[config.mk]
export PLATFORM = sky130hd
export DESIGN_NAME = gpmc_target_bridge_flat
export DESIGN_NICKNAME = d
export VERILOG_FILES = /design/src/rtl/gpmc_pkg.sv /design/src/rtl/gpmc_target_bridge_if.sv /design/src/rtl/gpmc_rd_timer.sv /design/src/rtl/gpmc_target_bridge.sv /design/src/flat_wrapper.sv
export SDC_FILE = /design/constraint.sdc
export NUM_CORES = 1
export LEC_CHECK = 0
export ABC_AREA = 1
export CAP_MARGIN = 20
export CORE_AREA = 2 2 82 124
export CTS_CLUSTER_SIZE = 20
export DETAILED_ROUTE_END_ITERATION = 12
export DIE_AREA = 0 0 84 126
export PLACE_DENSITY_LB_ADDON = 0.1
export SYNTH_ARGS = -nofsm -noshare
export SYNTH_HDL_FRONTEND = slang
export SYNTH_SLANG_ARGS = --single-unit
[constraint.sdc]
create_clock -name gpmc_clk -period 2.54 [get_ports gpmc_clk]
set_input_delay 0.508 -clock gpmc_clk [delete_from_list [all_inputs] [get_ports gpmc_clk]]
set_output_delay 0.508 -clock gpmc_clk [all_outputs]
set_load 0.005 [all_outputs]
[src/rtl/gpmc_pkg.sv]
// Shared definitions for the GPMC target bridge: FSM encoding, defaults and well-known
// register addresses.
package gpmc_pkg;

   typedef enum logic [2:0] {
      ST_IDLE,
      ST_ADDR,
      ST_WRITE,
      ST_RD_WAIT,
      ST_RD_DATA
   } state_t;

   localparam logic [15:0] TIMEOUT_DATA_DEF = 16'hDEAD;

   // Read-wait timer width; READ_WAIT is limited to 1..7.
   localparam int RD_TMR_W = 3;

   localparam logic [14:0] ID_ADDR      = 15'h0000;
   localparam logic [14:0] SCRATCH_ADDR = 15'h0001;

endpackage

[src/rtl/gpmc_target_bridge_if.sv]
// Pin-side (GPMC) and internal-bus signals of the bridge. The bridge connects to modport
// slave; whoever plays host plus register file connects to modport master.
interface gpmc_target_bridge_if #(
   parameter int ADDR_W = 15,
   parameter int CNT_W  = 8
);
   logic [15:0]       gpmc_ad_in;
   logic [15:0]       gpmc_ad_out;
   logic              gpmc_ad_oe;
   logic              gpmc_advn;
   logic              gpmc_csn;
   logic              gpmc_wein;
   logic              gpmc_oen;
   logic [ADDR_W-1:0] bus_addr;
   logic              bus_wr_en;
   logic [15:0]       bus_wr_data;
   logic              bus_rd_en;
   logic [15:0]       bus_rd_data;
   logic              bus_rd_valid;
   logic [CNT_W-1:0]  rd_timeout_cnt;

   modport slave (
      input  gpmc_ad_in, gpmc_advn, gpmc_csn, gpmc_wein, gpmc_oen,
             bus_rd_data, bus_rd_valid,
      output gpmc_ad_out, gpmc_ad_oe, bus_addr, bus_wr_en, bus_wr_data, bus_rd_en,
             rd_timeout_cnt
   );

   modport master (
      output gpmc_ad_in, gpmc_advn, gpmc_csn, gpmc_wein, gpmc_oen,
             bus_rd_data, bus_rd_valid,
      input  gpmc_ad_out, gpmc_ad_oe, bus_addr, bus_wr_en, bus_wr_data, bus_rd_en,
             rd_timeout_cnt
   );
endinterface

[src/rtl/gpmc_rd_timer.sv]
// Read-latency timer: loaded with READ_WAIT when a read is issued, counts down while the
// FSM waits, and flags expiry on the last permitted edge. Cleared whenever not running.
module gpmc_rd_timer
   import gpmc_pkg::*;
#(
   parameter int READ_WAIT = 3
) (
   input  logic clk,
   input  logic rst,
   input  logic load,
   input  logic run,
   output logic expire
);

   logic [RD_TMR_W-1:0] cnt;

   always_ff @(posedge clk or posedge rst) begin
      if (rst)               cnt <= '0;
      else if (load)         cnt <= RD_TMR_W'(READ_WAIT);
      else if (!run)         cnt <= '0;
      else if (cnt != '0)    cnt <= cnt - 1'b1;
   end

   assign expire = run && (cnt == RD_TMR_W'(1));

endmodule

[src/rtl/gpmc_target_bridge.sv]
// GPMC synchronous muxed A/D target: turns host cycles into one-cycle internal bus strobes
// with a bounded read latency. Define GPMC_BURST_EN for auto-incrementing write bursts.
module gpmc_target_bridge
   import gpmc_pkg::*;
#(
   parameter int          ADDR_W       = 15,
   parameter int          READ_WAIT    = 3,
   parameter logic [15:0] TIMEOUT_DATA = TIMEOUT_DATA_DEF,
   parameter int          CNT_W        = 8
) (
   input  logic               gpmc_clk,
   input  logic               reset,
   gpmc_target_bridge_if.slave gpmc
);

   state_t            state, state_d;
   logic [ADDR_W-1:0] addr_q, addr_d;
   logic              wr_en_q, wr_en_d;
   logic [15:0]       wr_data_q, wr_data_d;
   logic              rd_en_q, rd_en_d;
   logic [15:0]       ad_out_q, ad_out_d;
   logic              ad_oe_q, ad_oe_d;
   logic [CNT_W-1:0]  to_cnt_q, to_cnt_d;
   logic              rd_start, rd_expire;

   gpmc_rd_timer #(.READ_WAIT(READ_WAIT)) u_rd_timer (
      .clk    (gpmc_clk),
      .rst    (reset),
      .load   (rd_start),
      .run    (state == ST_RD_WAIT),
      .expire (rd_expire)
   );

   always_ff @(posedge gpmc_clk or posedge reset) begin
      if (reset) begin
         state     <= ST_IDLE;
         addr_q    <= '0;
         wr_en_q   <= 1'b0;
         wr_data_q <= '0;
         rd_en_q   <= 1'b0;
         ad_out_q  <= '0;
         ad_oe_q   <= 1'b0;
         to_cnt_q  <= '0;
      end else begin
         state     <= state_d;
         addr_q    <= addr_d;
         wr_en_q   <= wr_en_d;
         wr_data_q <= wr_data_d;
         rd_en_q   <= rd_en_d;
         ad_out_q  <= ad_out_d;
         ad_oe_q   <= ad_oe_d;
         to_cnt_q  <= to_cnt_d;
      end
   end

   always_comb begin
      state_d   = state;
      addr_d    = addr_q;
      wr_en_d   = 1'b0;
      wr_data_d = wr_data_q;
      rd_en_d   = 1'b0;
      ad_out_d  = ad_out_q;
      to_cnt_d  = to_cnt_q;
      rd_start  = 1'b0;
      // Chip-select release dominates every state and abandons any pending read.
      if (gpmc.gpmc_csn) begin
         state_d = ST_IDLE;
      end else begin
         unique case (state)
            ST_IDLE: begin
               if (!gpmc.gpmc_advn) begin
                  state_d = ST_ADDR;
                  addr_d  = gpmc.gpmc_ad_in[ADDR_W:1];
               end
            end
            ST_ADDR: begin
               if (!gpmc.gpmc_advn) begin
                  addr_d = gpmc.gpmc_ad_in[ADDR_W:1];
               end else if (!gpmc.gpmc_wein) begin
                  state_d   = ST_WRITE;
                  wr_en_d   = 1'b1;
                  wr_data_d = gpmc.gpmc_ad_in;
               end else if (!gpmc.gpmc_oen) begin
                  state_d  = ST_RD_WAIT;
                  rd_en_d  = 1'b1;
                  rd_start = 1'b1;
               end
            end
            ST_WRITE: begin
`ifdef GPMC_BURST_EN
               if (!gpmc.gpmc_wein) begin
                  wr_en_d   = 1'b1;
                  wr_data_d = gpmc.gpmc_ad_in;
                  addr_d    = addr_q + 1'b1;
               end
`else
               state_d = ST_WRITE;
`endif
            end
            ST_RD_WAIT: begin
               if (gpmc.bus_rd_valid) begin
                  state_d  = ST_RD_DATA;
                  ad_out_d = gpmc.bus_rd_data;
               end else if (rd_expire) begin
                  state_d  = ST_RD_DATA;
                  ad_out_d = TIMEOUT_DATA;
                  to_cnt_d = (to_cnt_q == '1) ? to_cnt_q : to_cnt_q + 1'b1;
               end
            end
            ST_RD_DATA: state_d = ST_RD_DATA;
            default:    state_d = ST_IDLE;
         endcase
      end
      ad_oe_d = (state_d == ST_RD_DATA) && !gpmc.gpmc_oen;
   end

   assign gpmc.gpmc_ad_out    = ad_out_q;
   assign gpmc.gpmc_ad_oe     = ad_oe_q;
   assign gpmc.bus_addr       = addr_q;
   assign gpmc.bus_wr_en      = wr_en_q;
   assign gpmc.bus_wr_data    = wr_data_q;
   assign gpmc.bus_rd_en      = rd_en_q;
   assign gpmc.rd_timeout_cnt = to_cnt_q;

endmodule

[src/flat_wrapper.sv]
// flat-port wrapper written by rule: the top's interface ports become plain ports
module gpmc_target_bridge_flat import gpmc_pkg::*;
#(
   parameter int          ADDR_W       = 15,
   parameter int          READ_WAIT    = 3,
   parameter logic [15:0] TIMEOUT_DATA = TIMEOUT_DATA_DEF,
   parameter int          CNT_W        = 8
)
  (gpmc_clk, reset, gpmc_gpmc_ad_in, gpmc_gpmc_advn, gpmc_gpmc_csn, gpmc_gpmc_wein, gpmc_gpmc_oen, gpmc_bus_rd_data, gpmc_bus_rd_valid, gpmc_gpmc_ad_out, gpmc_gpmc_ad_oe, gpmc_bus_addr, gpmc_bus_wr_en, gpmc_bus_wr_data, gpmc_bus_rd_en, gpmc_rd_timeout_cnt);
  gpmc_target_bridge_if #(.ADDR_W(ADDR_W), .CNT_W(CNT_W)) gpmc_i ();
  input  logic gpmc_clk;
  input  logic reset;
  input wire logic [$bits(gpmc_i.gpmc_ad_in)-1:0] gpmc_gpmc_ad_in;
  input wire logic [$bits(gpmc_i.gpmc_advn)-1:0] gpmc_gpmc_advn;
  input wire logic [$bits(gpmc_i.gpmc_csn)-1:0] gpmc_gpmc_csn;
  input wire logic [$bits(gpmc_i.gpmc_wein)-1:0] gpmc_gpmc_wein;
  input wire logic [$bits(gpmc_i.gpmc_oen)-1:0] gpmc_gpmc_oen;
  input wire logic [$bits(gpmc_i.bus_rd_data)-1:0] gpmc_bus_rd_data;
  input wire logic [$bits(gpmc_i.bus_rd_valid)-1:0] gpmc_bus_rd_valid;
  output wire logic [$bits(gpmc_i.gpmc_ad_out)-1:0] gpmc_gpmc_ad_out;
  output wire logic [$bits(gpmc_i.gpmc_ad_oe)-1:0] gpmc_gpmc_ad_oe;
  output wire logic [$bits(gpmc_i.bus_addr)-1:0] gpmc_bus_addr;
  output wire logic [$bits(gpmc_i.bus_wr_en)-1:0] gpmc_bus_wr_en;
  output wire logic [$bits(gpmc_i.bus_wr_data)-1:0] gpmc_bus_wr_data;
  output wire logic [$bits(gpmc_i.bus_rd_en)-1:0] gpmc_bus_rd_en;
  output wire logic [$bits(gpmc_i.rd_timeout_cnt)-1:0] gpmc_rd_timeout_cnt;
  assign gpmc_i.gpmc_ad_in = gpmc_gpmc_ad_in;
  assign gpmc_i.gpmc_advn = gpmc_gpmc_advn;
  assign gpmc_i.gpmc_csn = gpmc_gpmc_csn;
  assign gpmc_i.gpmc_wein = gpmc_gpmc_wein;
  assign gpmc_i.gpmc_oen = gpmc_gpmc_oen;
  assign gpmc_i.bus_rd_data = gpmc_bus_rd_data;
  assign gpmc_i.bus_rd_valid = gpmc_bus_rd_valid;
  assign gpmc_gpmc_ad_out = gpmc_i.gpmc_ad_out;
  assign gpmc_gpmc_ad_oe = gpmc_i.gpmc_ad_oe;
  assign gpmc_bus_addr = gpmc_i.bus_addr;
  assign gpmc_bus_wr_en = gpmc_i.bus_wr_en;
  assign gpmc_bus_wr_data = gpmc_i.bus_wr_data;
  assign gpmc_bus_rd_en = gpmc_i.bus_rd_en;
  assign gpmc_rd_timeout_cnt = gpmc_i.rd_timeout_cnt;
  gpmc_target_bridge #(.ADDR_W(ADDR_W), .READ_WAIT(READ_WAIT), .TIMEOUT_DATA(TIMEOUT_DATA), .CNT_W(CNT_W)) u_core (.gpmc_clk(gpmc_clk), .reset(reset), .gpmc(gpmc_i));
endmodule
# Yosys cells after proc, flatten, opt, wreduce, memory -nomap -nowiden
# Index checks and enable logic that the tools add are counted.
[totals] mem_bits_ro=0 memories=0 ram_bits=0 latch_bits=0 reg_bits=64
[op_classes] mux=22 shift=0 n_mul=0 n_reduce_logical=11 n_eq_ne=8 div=0 bitwise_logic=5 addsub=2 magnitude_cmp=0
[ops] op="two-way mux 16 bit" n=2
[ops] op="two-way mux 3 bit" n=10
[ops] op="one-hot mux 3 bit (5 select lines)" n=1
[ops] op="two-way mux 1 bit" n=9
[ops] op="adder 8 x 1 -> 8 bit, second input constant" n=1
[ops] op="== test 8 bit, second input constant" n=1
[ops] op="== test 3 x 1 -> 1 bit, second input constant" n=2
[ops] op="== test 3 x 2 -> 1 bit, second input constant" n=2
[ops] op="== test 3 bit, second input constant" n=2
[ops] op="AND reduction 3 bit" n=2
[ops] op="inverter 1 bit" n=5
[ops] op="AND reduction 5 bit" n=1
[ops] op="AND reduction 4 bit" n=1
[ops] op="zero test 3 bit" n=1
[ops] op="!= test 3 x 1 -> 1 bit, second input constant" n=1
[ops] op="nonzero test 3 bit" n=1
[ops] op="subtractor 3 x 1 -> 3 bit, second input constant" n=1
[ops] op="logical AND 1 bit" n=2
[ops] op="nonzero test 2 bit" n=1
[ops] op="OR reduction 2 bit" n=1
[ops] op="zero test 1 bit" n=1

# Longest topological paths before layout
# Gate-level depths: netlist of the first run.
[depth] word_depth=8 ltp_mapped=9

# Modules after synthesis
# A second synthesis of the first run with hierarchy kept.
[hier_totals] cells_unflattened=326 hier_area_um2=2902.8
[by_module_without_submodules] mod="gpmc_target_bridge" cells_each=295 instances=1 area_per_inst_um2=2685.1 seq_area_each_um2=1526.5
[by_module_without_submodules] mod="gpmc_rd_timer" cells_each=31 instances=1 area_per_inst_um2=217.7 seq_area_each_um2=75.1

# Worst setup path after synthesis of the first run
# No wires, ideal clock.
[synth_path] path_type="register to register" startpoint="register u_core.u_rd_timer.cnt[1]" endpoint="register u_core.ad_out_q[13], in the netlist u_core.gpmc.gpmc_ad_out[13]" required_time_ns=2.424 path_stages_with_launch=10 arrival_time_ns=1.129 setup_slack_ns=1.295 setup_ns=0.116 path_cell_list="dfrtp_1 > inv_1 > ha_1 > nand2_1 > nand2_1 > nand2_1 > buf_6 > buf_6 > nand2_1 > nand2_1"
[synth_via] elab_chain_len=4
[synth_rtl] item="from (decl)" line_no="gpmc_rd_timer.sv:15" rtl="logic [RD_TMR_W-1:0] cnt;"
[synth_rtl] item="from (signal assigned)" line_no="gpmc_rd_timer.sv:19" rtl="else if (load) cnt <= RD_TMR_W'(READ_WAIT);"
[synth_rtl] item="from (signal assigned)" line_no="gpmc_rd_timer.sv:21" rtl="else if (cnt != '0) cnt <= cnt - 1'b1;"
[synth_rtl] item="== test 3 x 1 -> 1 bit" line_no="gpmc_rd_timer.sv:24" rtl="assign expire = run && (cnt == RD_TMR_W'(1));"
[synth_rtl] item="logical AND 1 bit" line_no="gpmc_rd_timer.sv:24"
[synth_rtl] item="nonzero test 2 bit (no source line)"
[synth_rtl] item="AND reduction 3 bit (no source line)"
[synth_rtl] item="to (signal assigned)" line_no="gpmc_target_bridge.sv:50" rtl="ad_out_q <= ad_out_d;"
[synth_rtl] item="to (decl)" line_no="gpmc_target_bridge.sv:21" rtl="logic [15:0] ad_out_q, ad_out_d;"
# Every way passes these cells.
# A chain may end at the register's enable or synchronous reset.

# Final worst setup path of the first run
[layout_path] startpoint="register u_core.to_cnt_q[2], in the netlist u_core.gpmc.rd_timeout_cnt[2]" endpoint="output port gpmc_rd_timeout_cnt[2]"
[layout_lines] item="from (decl)" line_no="gpmc_target_bridge.sv:23" rtl="logic [CNT_W-1:0] to_cnt_q, to_cnt_d;"
[layout_lines] item="from (signal assigned)" line_no="gpmc_target_bridge.sv:52" rtl="to_cnt_q <= to_cnt_d;"
[layout_lines] item="to (decl)" line_no="flat_wrapper.sv:26" rtl="output wire logic [$bits(gpmc_i.rd_timeout_cnt)-1:0] gpmc_rd_timeout_cnt;"
# No word-level cell between the ends.

==> reports/results.txt, run 1 <==
The run finished with clean final reports. Data on the critical path arrives at its endpoint at 1.34 ns. Including well taps, the total number of placed cells is 533. The depth of the critical timing path with buffers and inverters included works out to 1. Setup repair after global routing left no endpoint under its margin. The total overflow left after global routing is 0. TritonCTS built the clock tree. First-pass GRT wire length: 11.9 mm.

The commonest cells after synthesis are nand2_1 (108), dfrtp_1 (64), o21ai_0 (41). The area taken by multi-input logic gates was 1000 um^2; the achievable frequency was 540 MHz. Across the run, the number of max-cap violations was 0. The tools report the yosys synthesis warning count as 0. The number of nets handed over by synthesis was 369. The congestion estimate from routability-driven global placement came to 0.740. The critical path goes through clkdlybuf4s50_1. The run gives 326 as the synthesized instance count. The number of flip-flops and latches in the synthesized netlist is 64. Global routing consumed, over all layers together, 14.2% of the routing resources.

Of all cell types, the one taking the most synthesized area is dfrtp_1. For the area of all placed cells without fillers, the log shows 4210 um^2. Entering global routing, the biggest net connects 65 pins.

The clock latency on the worst-skew pair came out at 0.32 ns. The post-detailed-route via-to-cell ratio was 4.39; the count of buffering cells on the critical path with inverters included was 1. For this block, the initial DRC count from the detailed router was 66.

The logs give 44 for the standard-cell row count and 0.00440 ns for the clock tree skew after final layout. The run gives 0 as the final-report hold violation count. In this run the count of I/O pins placed on the die edge is 97.

After synthesis, the share of flip-flops with an asynchronous set or reset is 100%. The share of the Yosys chip area taken by registers is 57.3%. The via count of the first global-routing pass was 2424; the count of cells along the worst register-to-register path was 7. The critical-path maximum fanout is 7, and the synthesis-to-layout area growth is 50.4%. The count of nets left with antenna violations once routing finished came out at 0. The total number of vias is 2404, and the average instance area after synthesis is 8.57 um^2.

The overall die area was 10600 um^2; the die boundary width was 84 um. Remaining max-slew budget at the tightest pin: 74.2%. The cell count of the worst hold path works out to 2. The die is 126 um tall. The min-delay analysis places its worst path in the category reg -> reg.

STA classifies the critical path startpoint as a register. Clock tree synthesis inserted a total of 9 buffers. After synthesis the cells add up to 2800 um^2. The transition time of the tightest slew-check pin is 0.386 ns, and the register clock-pin slew on the reported worst setup and hold paths is 0.05 ns. After floorplanning, the core was sized to cover 9520 um^2. The number of different library cells used by synthesis comes to 24. The power density relative to cell area came out at 766 nW/um^2. The tools report the sequential cell area in the final layout as 1600 um^2.

The number of max-slew violations in the final report came out at 0. The wire length after detailed routing is 6.89 mm. The number of setup buffers added after CTS is 0. The most common cell in the synthesized netlist is nand2_1.

The worst setup path is captured at an output pin. The logs give 4 for the total iterations of the first detailed-routing run and 0.00322 W for the post-route total power. The count of buffers added on input and output ports is 96. Counting flops with a built-in enable in the synthesized netlist gives 0.

Data on the critical path is required at its endpoint by 2.03 ns. Final instance count without filler cells: 548. In the final layout, the share of cells above drive strength 1 is 7.62%. CTS built an H-tree with a depth of 3.

Setup violations remaining at the end of the flow were counted as 0. Largest stage delay on the critical path: 0.55 ns. Kind of cell adding the most delay to the critical path: buffers and inverters. The tools report the highest ir drop seen on vdd as 0.422 mV. Fill cells in the final layout number 958. In this run the deepest clock path goes through 2 buffers. The area share of the leading cell type in the synthesized netlist came out at 57.3%. The average wire per cell in the routed design works out to 12.6 um. Across all hold checks on the routed design, the worst slack comes to 0.480 ns. The initial antenna violation count is 0. Most common flop cell mapped by yosys: dfrtp_1. After synthesis, the cell types taking the most area are dfrtp_1 (57%), nand2_1 (15%), o21ai_0 (7.3%), inv_1 (4.8%), nor2_1 (4.0%). The initial core utilization is 29.3%.

The layout net count was 472. After clock tree synthesis, the flow added hold-fix buffers numbering 0. For the sum of negative setup slack, the log shows 0 ns. For the antenna diode count, the log shows 0. The tools report the placed wire-length estimate as 4.89 mm. The critical path is of the reg -> out type. After clock tree synthesis, the repair step resized 0 gates. In the routed design, unresolved DRC markers number 0. The tools report the buffer type at the clock tree root as clkbuf_16. The standard cell area after detailed placement was 3900 um^2; the time the worst path needs with I/O delays and setup was 1.85 ns. The slowest stage of the critical path belongs to the cell clkdlybuf4s50_1. The tree built by TritonCTS fans out to 64 sinks. The analysis attributes to cell leakage a power of 2.04 nW. The final clock period utilization by the worst path was 72.9%.
[worst register-to-register path, cell delays in order (launching register included)]
cell	delay (ns)
dfrtp_1	0.43
nor2_1	0.12
nand2_1	0.07
inv_1	0.10
nand3_2	0.32
buf_4	0.30
nand2_1	0.05
o21ai_0	0.07
[area by class of cell]
cell class                      instances  area share, %
Sequential cell                        64           38.1
Timing Repair Buffer                  102           24.2
Multi-Input combinational cell        216           23.8
Clock buffer                           12           6.34
Tap cell                              115           3.42
Inverter                               36           3.21
Clock inverter                          3          0.952
[layout by cell type (no fill, tap or decap), types with 3 or more instances in the layout]
master and instances:
nand2_1 108, clkdlybuf4s50_1 96, dfrtp_1 64, o21ai_0 41, inv_1 35, nor2_1 30, nand3_1 10, clkbuf_16 9
buf_4 5, nand3b_1 4, ha_1 4, o21ai_2 3, clkbuf_8 3
[sequential cells by signal (all words and copies together) (netlist names)]
signal / flops
u_core.gpmc.bus_addr: 15
u_core.gpmc.bus_rd_en: 1
u_core.gpmc.bus_wr_data: 16
u_core.gpmc.bus_wr_en: 1
u_core.gpmc.gpmc_ad_oe: 1
u_core.gpmc.gpmc_ad_out: 16
u_core.gpmc.rd_timeout_cnt: 8
u_core.state: 3
u_core.u_rd_timer.cnt: 3
[routing by layer]
layer  track usage [%]  vias up  share of wire, %
met1              16.9     1100                43
met5                 0        -                 0
li1                  -     1227                 -
met4              5.12        0              0.96
met3              5.64        6               6.9
met2              23.2       71                49
[cells by family after synthesis]
family	Yosys count	synth area share (%)
AOI/OAI and AO/OA	50	9.67
xor gates and xnor gates	1	0.313
adders and majority gates	4	1.79
buffers and inverters	46	6.94
DFF	64	57.3
and+or+nand+nor	161	24.0
[power by group]
group / switching [W] / internal [W]
clock: 0.000421 / 0.000830
combinational: 0.000231 / 0.000432
sequential: 0.000107 / 0.00120
total: 0.000759 / 0.00246
[final timing paths]
path                                               start  slack (ns)                           to
max in group asynchronous                          reset        1.68  u_core.gpmc.gpmc_ad_out[15]
min reg2reg                   u_core.gpmc.gpmc_ad_out[4]        0.48   u_core.gpmc.gpmc_ad_out[4]
max                        u_core.gpmc.rd_timeout_cnt[2]        0.69       gpmc_rd_timeout_cnt[2]
min in group asynchronous                          reset        0.57   u_core.gpmc.bus_wr_data[3]
max reg2reg                              u_core.state[1]        0.97   u_core.gpmc.bus_wr_data[6]
min                           u_core.gpmc.gpmc_ad_out[4]        0.48   u_core.gpmc.gpmc_ad_out[4]
[stage by stage]
| step | utilization (%) | setup WS (ns) |
|---|---|---|
| global placement | 40.9 | 0.435 |
| floorplan | - | 0.434 |
| CTS | 44.2 | 0.669 |
| global route | 44.2 | 0.538 |
| detailed placement | 40.9 | 0.366 |
| finish | 44.2 | 0.690 |
(Power assumes the default switching activity.)
==> run 2, diff against run 1 <==
clock period = 1.65 ns   (was 2.54 ns; I/O delays follow)
==> reports/results.txt, run 2 (synthesis results as in run 1) <==
The flow ran to the end, and the final reports show no timing, DRC or antenna violations. Leaving out fill and tap cells, the most frequent cell in the layout is nand2_1. The die covers 10600 um^2. The clock sink total was 64. The tools report the buffer type at the clock tree root as clkbuf_16.

TritonCTS built the clock tree. Once layout is complete, the cells apart from fillers number 553. In this run the horizontal extent of the chip is 84 um. For the final database, setup skew stands at 0.00809 ns. After detailed routing, the total wire length is 6.76 mm. The switching part of the total came out at 24.2%.

The class of the most critical hold timing path is in -> async. In this run the worst path has a maximum fanout of 7. The count of antenna-violating nets left after detailed routing is 0. The first-pass GRT wire length is 11.3 mm, and the fraction of layout instances using a drive strength above 1 is 9.59%.

The total area inside the core boundary comes to 9520 um^2. The post-detailed-route via-to-cell ratio is 4.39. The initialized floorplan defines 44 standard-cell rows. The run gives 0 as the number of max-slew violations in the final report. Setup violations remaining at the end of the flow were counted as 0. The layout net count is 476, and the total number of vias is 2426. Registers are responsible for 40.9% of the overall power.

In this run the deepest clock path goes through 2 buffers. The tools report the design internal power as 0.00373 W. The run gives 4 as the total iterations of the first detailed-routing run. At the end of routability-driven placement, the weighted congestion stood at 0.770.

The register clock-pin slew on the reported worst setup and hold paths works out to 0.05 ns. The highest ir drop seen on vdd is 0.665 mV. In the layout the commonest cells are nand2_1 (108), clkdlybuf4s50_1 (96), dfrtp_1 (59). The analysis attributes to net switching a power of 0.00119 W. The clock reaches the later pin of the worst-skew pair after 0.33 ns. Setup repair after global routing left no endpoint under its margin.

The floorplan step set the die height to 126 um. The run gives 0 as the final-report hold violation count. 97 I/O pins were placed. Broken down by cell family, the worst path's largest delay share belongs to buffers and inverters. From synthesis to final layout, the design area changed by 53.0%. The launching element type of the critical path is a register. For the via count of the first global-routing pass, the log shows 2392.

The clock tree synthesis step divided the H-tree into 3 levels. The count of port buffers added during placement was 96. The final clock period utilization by the worst path was 96.8%. For the static leakage, the log shows 2.06 nW. The antenna diode count is 0.

The tools report the placed wire-length estimate as 4.76 mm. The highest-delay cell along the critical path was clkdlybuf4s50_1. The initial antenna violation count is 0, and the required time of the critical path is 1.32 ns.

The initial utilization of the core area, before any placement, comes to 29.3%. The power density relative to cell area is 1150 nW/um^2, and the final worst hold slack is 0.436 ns. Element type at the critical path end: an output pin. Combinational group share of total power: 20.9%. For this run, the slowest stage of the critical path takes 0.52 ns.

For this block, the initial DRC count from the detailed router was 92. The overall track demand over capacity in global routing was 13.6%; the achievable frequency was 626 MHz. The time the worst path needs with I/O delays and setup was 1.60 ns; the count of buffering cells on the critical path with inverters included was 1. For this run, design rule violations remaining after detail routing come to 0. Traced cell by cell, the critical path runs through clkdlybuf4s50_1. The logs give 534 for the number of cells after detailed placement and 38.3% for the share of total power in the clock network.

Max-cap violations in this run came to 0. The type of the worst setup path was reg -> out. The tools report the CTS buffer count as 9.

At the pin with the least slew margin, the transition time is 0.366 ns. At the worst endpoint, the arrival time is 1.27 ns. Entering global routing, the biggest net connects 65 pins. The average wire per cell in the routed design came out at 12.2 um. The tools report the overall overflow remaining after global route as 0. The number of hold buffers added after CTS was 0. The worst pin sits at a relative slew slack of 75.6%.
==> run 2: cell count changes in the layout (fill, tap and decap cells not counted), moves of 2 or more <==
cell and change:
dfrtp_1 -5, clkbuf_8 -2, dfrtp_2 +5, buf_12 +3
clkinvlp_4 +2
==> run 2: repair_timing <==
item / CTS / global route
hold endpoints to repair: 0 / 0
buffers inserted: 0 / 3
cloned: 0 / 0
gates resized for setup: 3 / 2
endpoints found under the setup margin: 3 / 4
==> run 2: power groups by stage <==
stage	Clock (W)	Combinational, W	Sequential, W
4_1_cts	0.00195	0.00105	0.00201
3_5_place_dp	0	0.00105	0.00203
6_report	0.00188	0.00103	0.00201
2_1_floorplan	0	0.000289	0.00204
5_1_grt	0.00202	0.00114	0.00205
3_3_place_gp	0	0.00104	0.00203
==> run 2: stage by stage <==
stage | setup TNS [ns] | instance area, um^2 | power, W | util (%) | setup slack, ns
finish | 0 | 4280 | 0.00492 | 44.9 | 0.0528
global route | 0 | 4280 | 0.00521 | 44.9 | 0.000303
CTS | 0 | 4250 | 0.00501 | 44.6 | 0.00712
detailed placement | -0.114 | 3950 | 0.00307 | 41.4 | -0.0317
global placement | 0 | 3950 | 0.00307 | 41.4 | 0.0108
floorplan | 0 | 2800 | 0.00233 | - | 0.405
==> run 2: cell type report <==
class,instances,area (um^2)
clock buffers,11,243
clock inverters,5,56.3
fillers,969,5250
inverters,36,139
multi-input cells,216,1000
flip-flops and latches,64,1610
well taps,115,144
repair buffers,106,1090
==> run 2: worst paths after layout <==
path	startpoint	endpoint	slack, ns	cells after the start
max reg2reg	u_core.gpmc.rd_timeout_cnt[0]	u_core.gpmc.rd_timeout_cnt[7]	0.25	7
min in group gpmc_clk	u_core.gpmc.gpmc_ad_out[2]	u_core.gpmc.gpmc_ad_out[2]	0.48	2
min	reset	u_core.gpmc.rd_timeout_cnt[7]	0.44	3
max in group asynchronous	reset	u_core.gpmc.bus_addr[5]	0.90	3
max	u_core.gpmc.rd_timeout_cnt[2]	gpmc_rd_timeout_cnt[2]	0.05	1
min reg2reg	u_core.gpmc.gpmc_ad_out[2]	u_core.gpmc.gpmc_ad_out[2]	0.48	2
==> run 2: per-layer routing <==
layer / track usage [%] / routed length [um] / vias up
met4: 5.69 / 134 / 0
met3: 5.50 / 484 / 8
met2: 22.5 / 3340 / 70
met1: 15.4 / 2800 / 1118
met5: 0 / 0 / -
li1: - / - / 1230
==> run 3, diff against run 2 <==
CORE_AREA = 2 2 76 115   (was 2 2 82 124)
DIE_AREA = 0 0 78 117   (was 0 0 84 126)
==> reports/results.txt, run 3 (synthesis results as in run 1) <==
Summed over all layers, the global routing overflow is 0. The tools report the via count of the first global-routing pass as 2317. Dividing the detail-routed wire length by the instance count gives 11.9 um.

The first routing iteration left 140 violations. Synthesis-to-layout area growth: 53.6%. The die boundary width works out to 78 um. 97 I/O pins were placed. The tools report the launching element type of the critical path as a register. Max-cap violations in this run came to 0.

The later pin in the worst-skew pair is clocked with a latency of 0.32 ns. The placed wire-length estimate was 4.82 mm. Broken down by cell family, the worst path's largest delay share belongs to buffers and inverters.

The die is 117 um tall. The highest ir drop seen on vdd was 0.756 mV; the transition time of the tightest slew-check pin was 0.388 ns. For the wire length after detailed routing, the log shows 6.50 mm. The logs give 0.26 ns for the slack of the worst reg-to-reg path and 74.1% for the remaining max-slew budget at the tightest pin. Port buffering added 96 buffers. The first-pass GRT wire length was 10.7 mm; the post-detailed-route via-to-cell ratio was 4.39. The slowest stage of the critical path belongs to the cell clkdlybuf4s50_1. The run gives 0 ns as the sum of negative setup slack. For the achievable frequency, the log shows 626 MHz. The final worst hold slack was 0.346 ns.

Leaving out fill and tap cells, the most frequent cell in the layout is nand2_1. STA puts the critical path data required time at 1.32 ns. The top cell types in the final layout, fill and taps aside, are nand2_1 (108), clkdlybuf4s50_1 (96), dfrtp_1 (59).

Initial antenna violation count: 0. Clock tree synthesis selected as its root buffer the cell clkbuf_16. The total number of vias is 2399, and the depth of the critical timing path with buffers and inverters included is 1. Traced cell by cell, the critical path runs through clkdlybuf4s50_1. Register clock-pin slew on the reported worst setup and hold paths: 0.05 ns. STA classifies the critical path endpoint as an output pin. Once the floorplan was initialized, standard cells occupied 34.1% of the core. Data arrives at the worst endpoint at 1.27 ns. The H-tree was split into 3 levels. The filler cells instantiated in the layout total 822.

The number of setup buffers added after CTS is 0. The largest stage delay on the critical path is 0.52 ns, and the layout net count is 478. In the routed design, unresolved DRC markers number 0. The total iterations of the first detailed-routing run is 4, and the overall track demand over capacity in global routing is 15.1%. Setup violations remaining at the end of the flow were counted as 0. Across the routed clock network, the largest skew measured is 0.00352 ns. The initialized floorplan defines 41 standard-cell rows. The count of antenna-violating nets left after detailed routing was 0. The overall die area was 9130 um^2; the critical-path maximum fanout was 7.

The fraction of layout instances using a drive strength above 1 is 9.77%, and the largest net degree at the start of global routing is 33. In this run the static leakage power is 2.08 nW. The tools report the clock sink total as 64.

The flow ran to the end, and the final reports show no timing, DRC or antenna violations. The final-report hold violation count came out at 0. The worst register-to-register path has a depth of 7. TritonCTS built the clock tree. Dividing the final minimum period by the clock period gives 96.9%. The number of clock buffers added by TritonCTS is 9. The congestion estimate from routability-driven global placement came to 0.809. Power comes to 0.00494 W. In this run the power density over the cells is 1150 nW/um^2. Subtracting the final worst setup slack from the clock period gives 1.60 ns. The number of hold buffers added after CTS is 0. The count of buffering cells on the critical path with inverters included was 1.

The repair_antennas step left the layout with diodes totalling 0. The area of the core came out at 8210 um^2. Type of the worst setup path: reg -> out. The number of max-slew violations in the final report was 0.

Buffer levels on the longest clock path: 2. The min-delay analysis places its worst path in the category in -> async.
-- run 3: path summary, 6_finish.rpt --
| kind | to | from |
|---|---|---|
| worst min-delay path | u_core.gpmc.rd_timeout_cnt[4] | reset |
| worst min register to register | u_core.gpmc.bus_wr_data[0] | u_core.gpmc.bus_wr_data[0] |
| max in group asynchronous | u_core.gpmc.gpmc_ad_out[2] | reset |
| worst max register to register | u_core.gpmc.rd_timeout_cnt[6] | u_core.gpmc.rd_timeout_cnt[0] |
| min in group gpmc_clk | u_core.gpmc.bus_wr_data[0] | u_core.gpmc.bus_wr_data[0] |
| worst max-delay path | gpmc_rd_timeout_cnt[2] | u_core.gpmc.rd_timeout_cnt[2] |
-- run 3: report_power, final --
part / switching (W) / internal, W
Combinational: 0.000359 / 0.000680
Clock: 0.000651 / 0.00125
Sequential: 0.000155 / 0.00185
Total: 0.00117 / 0.00378
-- run 3: per-layer routing --
| metal | routed length (um) | up-vias | GRT usage, % |
|---|---|---|---|
| met4 | 119 | 0 | 7.37 |
| li1 | - | 1236 | - |
| met3 | 396 | 9 | 5.14 |
| met1 | 2700 | 1094 | 17.7 |
| met5 | 0 | - | 0 |
| met2 | 3290 | 60 | 24.8 |
-- run 3: stage by stage --
| step | cell area, um^2 | worst slack, ns | util (%) | cells |
|---|---|---|---|---|
| global route | 4290 | -0.00365 | 52.3 | 547 |
| finish | 4290 | 0.0513 | 52.3 | 547 |
| detailed placement | 3990 | 0.00695 | 48.6 | 531 |
| floorplan | 2800 | 0.405 | - | 326 |
| global placement | 3990 | 0.0467 | 48.6 | 531 |
| CTS | 4290 | 0.00615 | 52.3 | 547 |
-- run 3: cell type report --
| cell class | count | area, um^2 | share of cell area, % |
|---|---|---|---|
| Clock buffer | 13 | 260 | 6.06 |
| Clock inverter | 3 | 40.0 | 0.932 |
| Inverter | 36 | 139 | 3.23 |
| Multi-Input combinational cell | 216 | 1000 | 23.3 |
| Sequential cell | 64 | 1610 | 37.4 |
| Tap cell | 107 | 134 | 3.12 |
| Timing Repair Buffer | 108 | 1110 | 25.9 |
-- run 3: what timing repair did --
| item | CTS | global route |
|---|---|---|
| cloned | 0 | 0 |
| setup endpoints to repair | 3 | 2 |
| resized for setup | 3 | 2 |
| pin swaps | 0 | 0 |
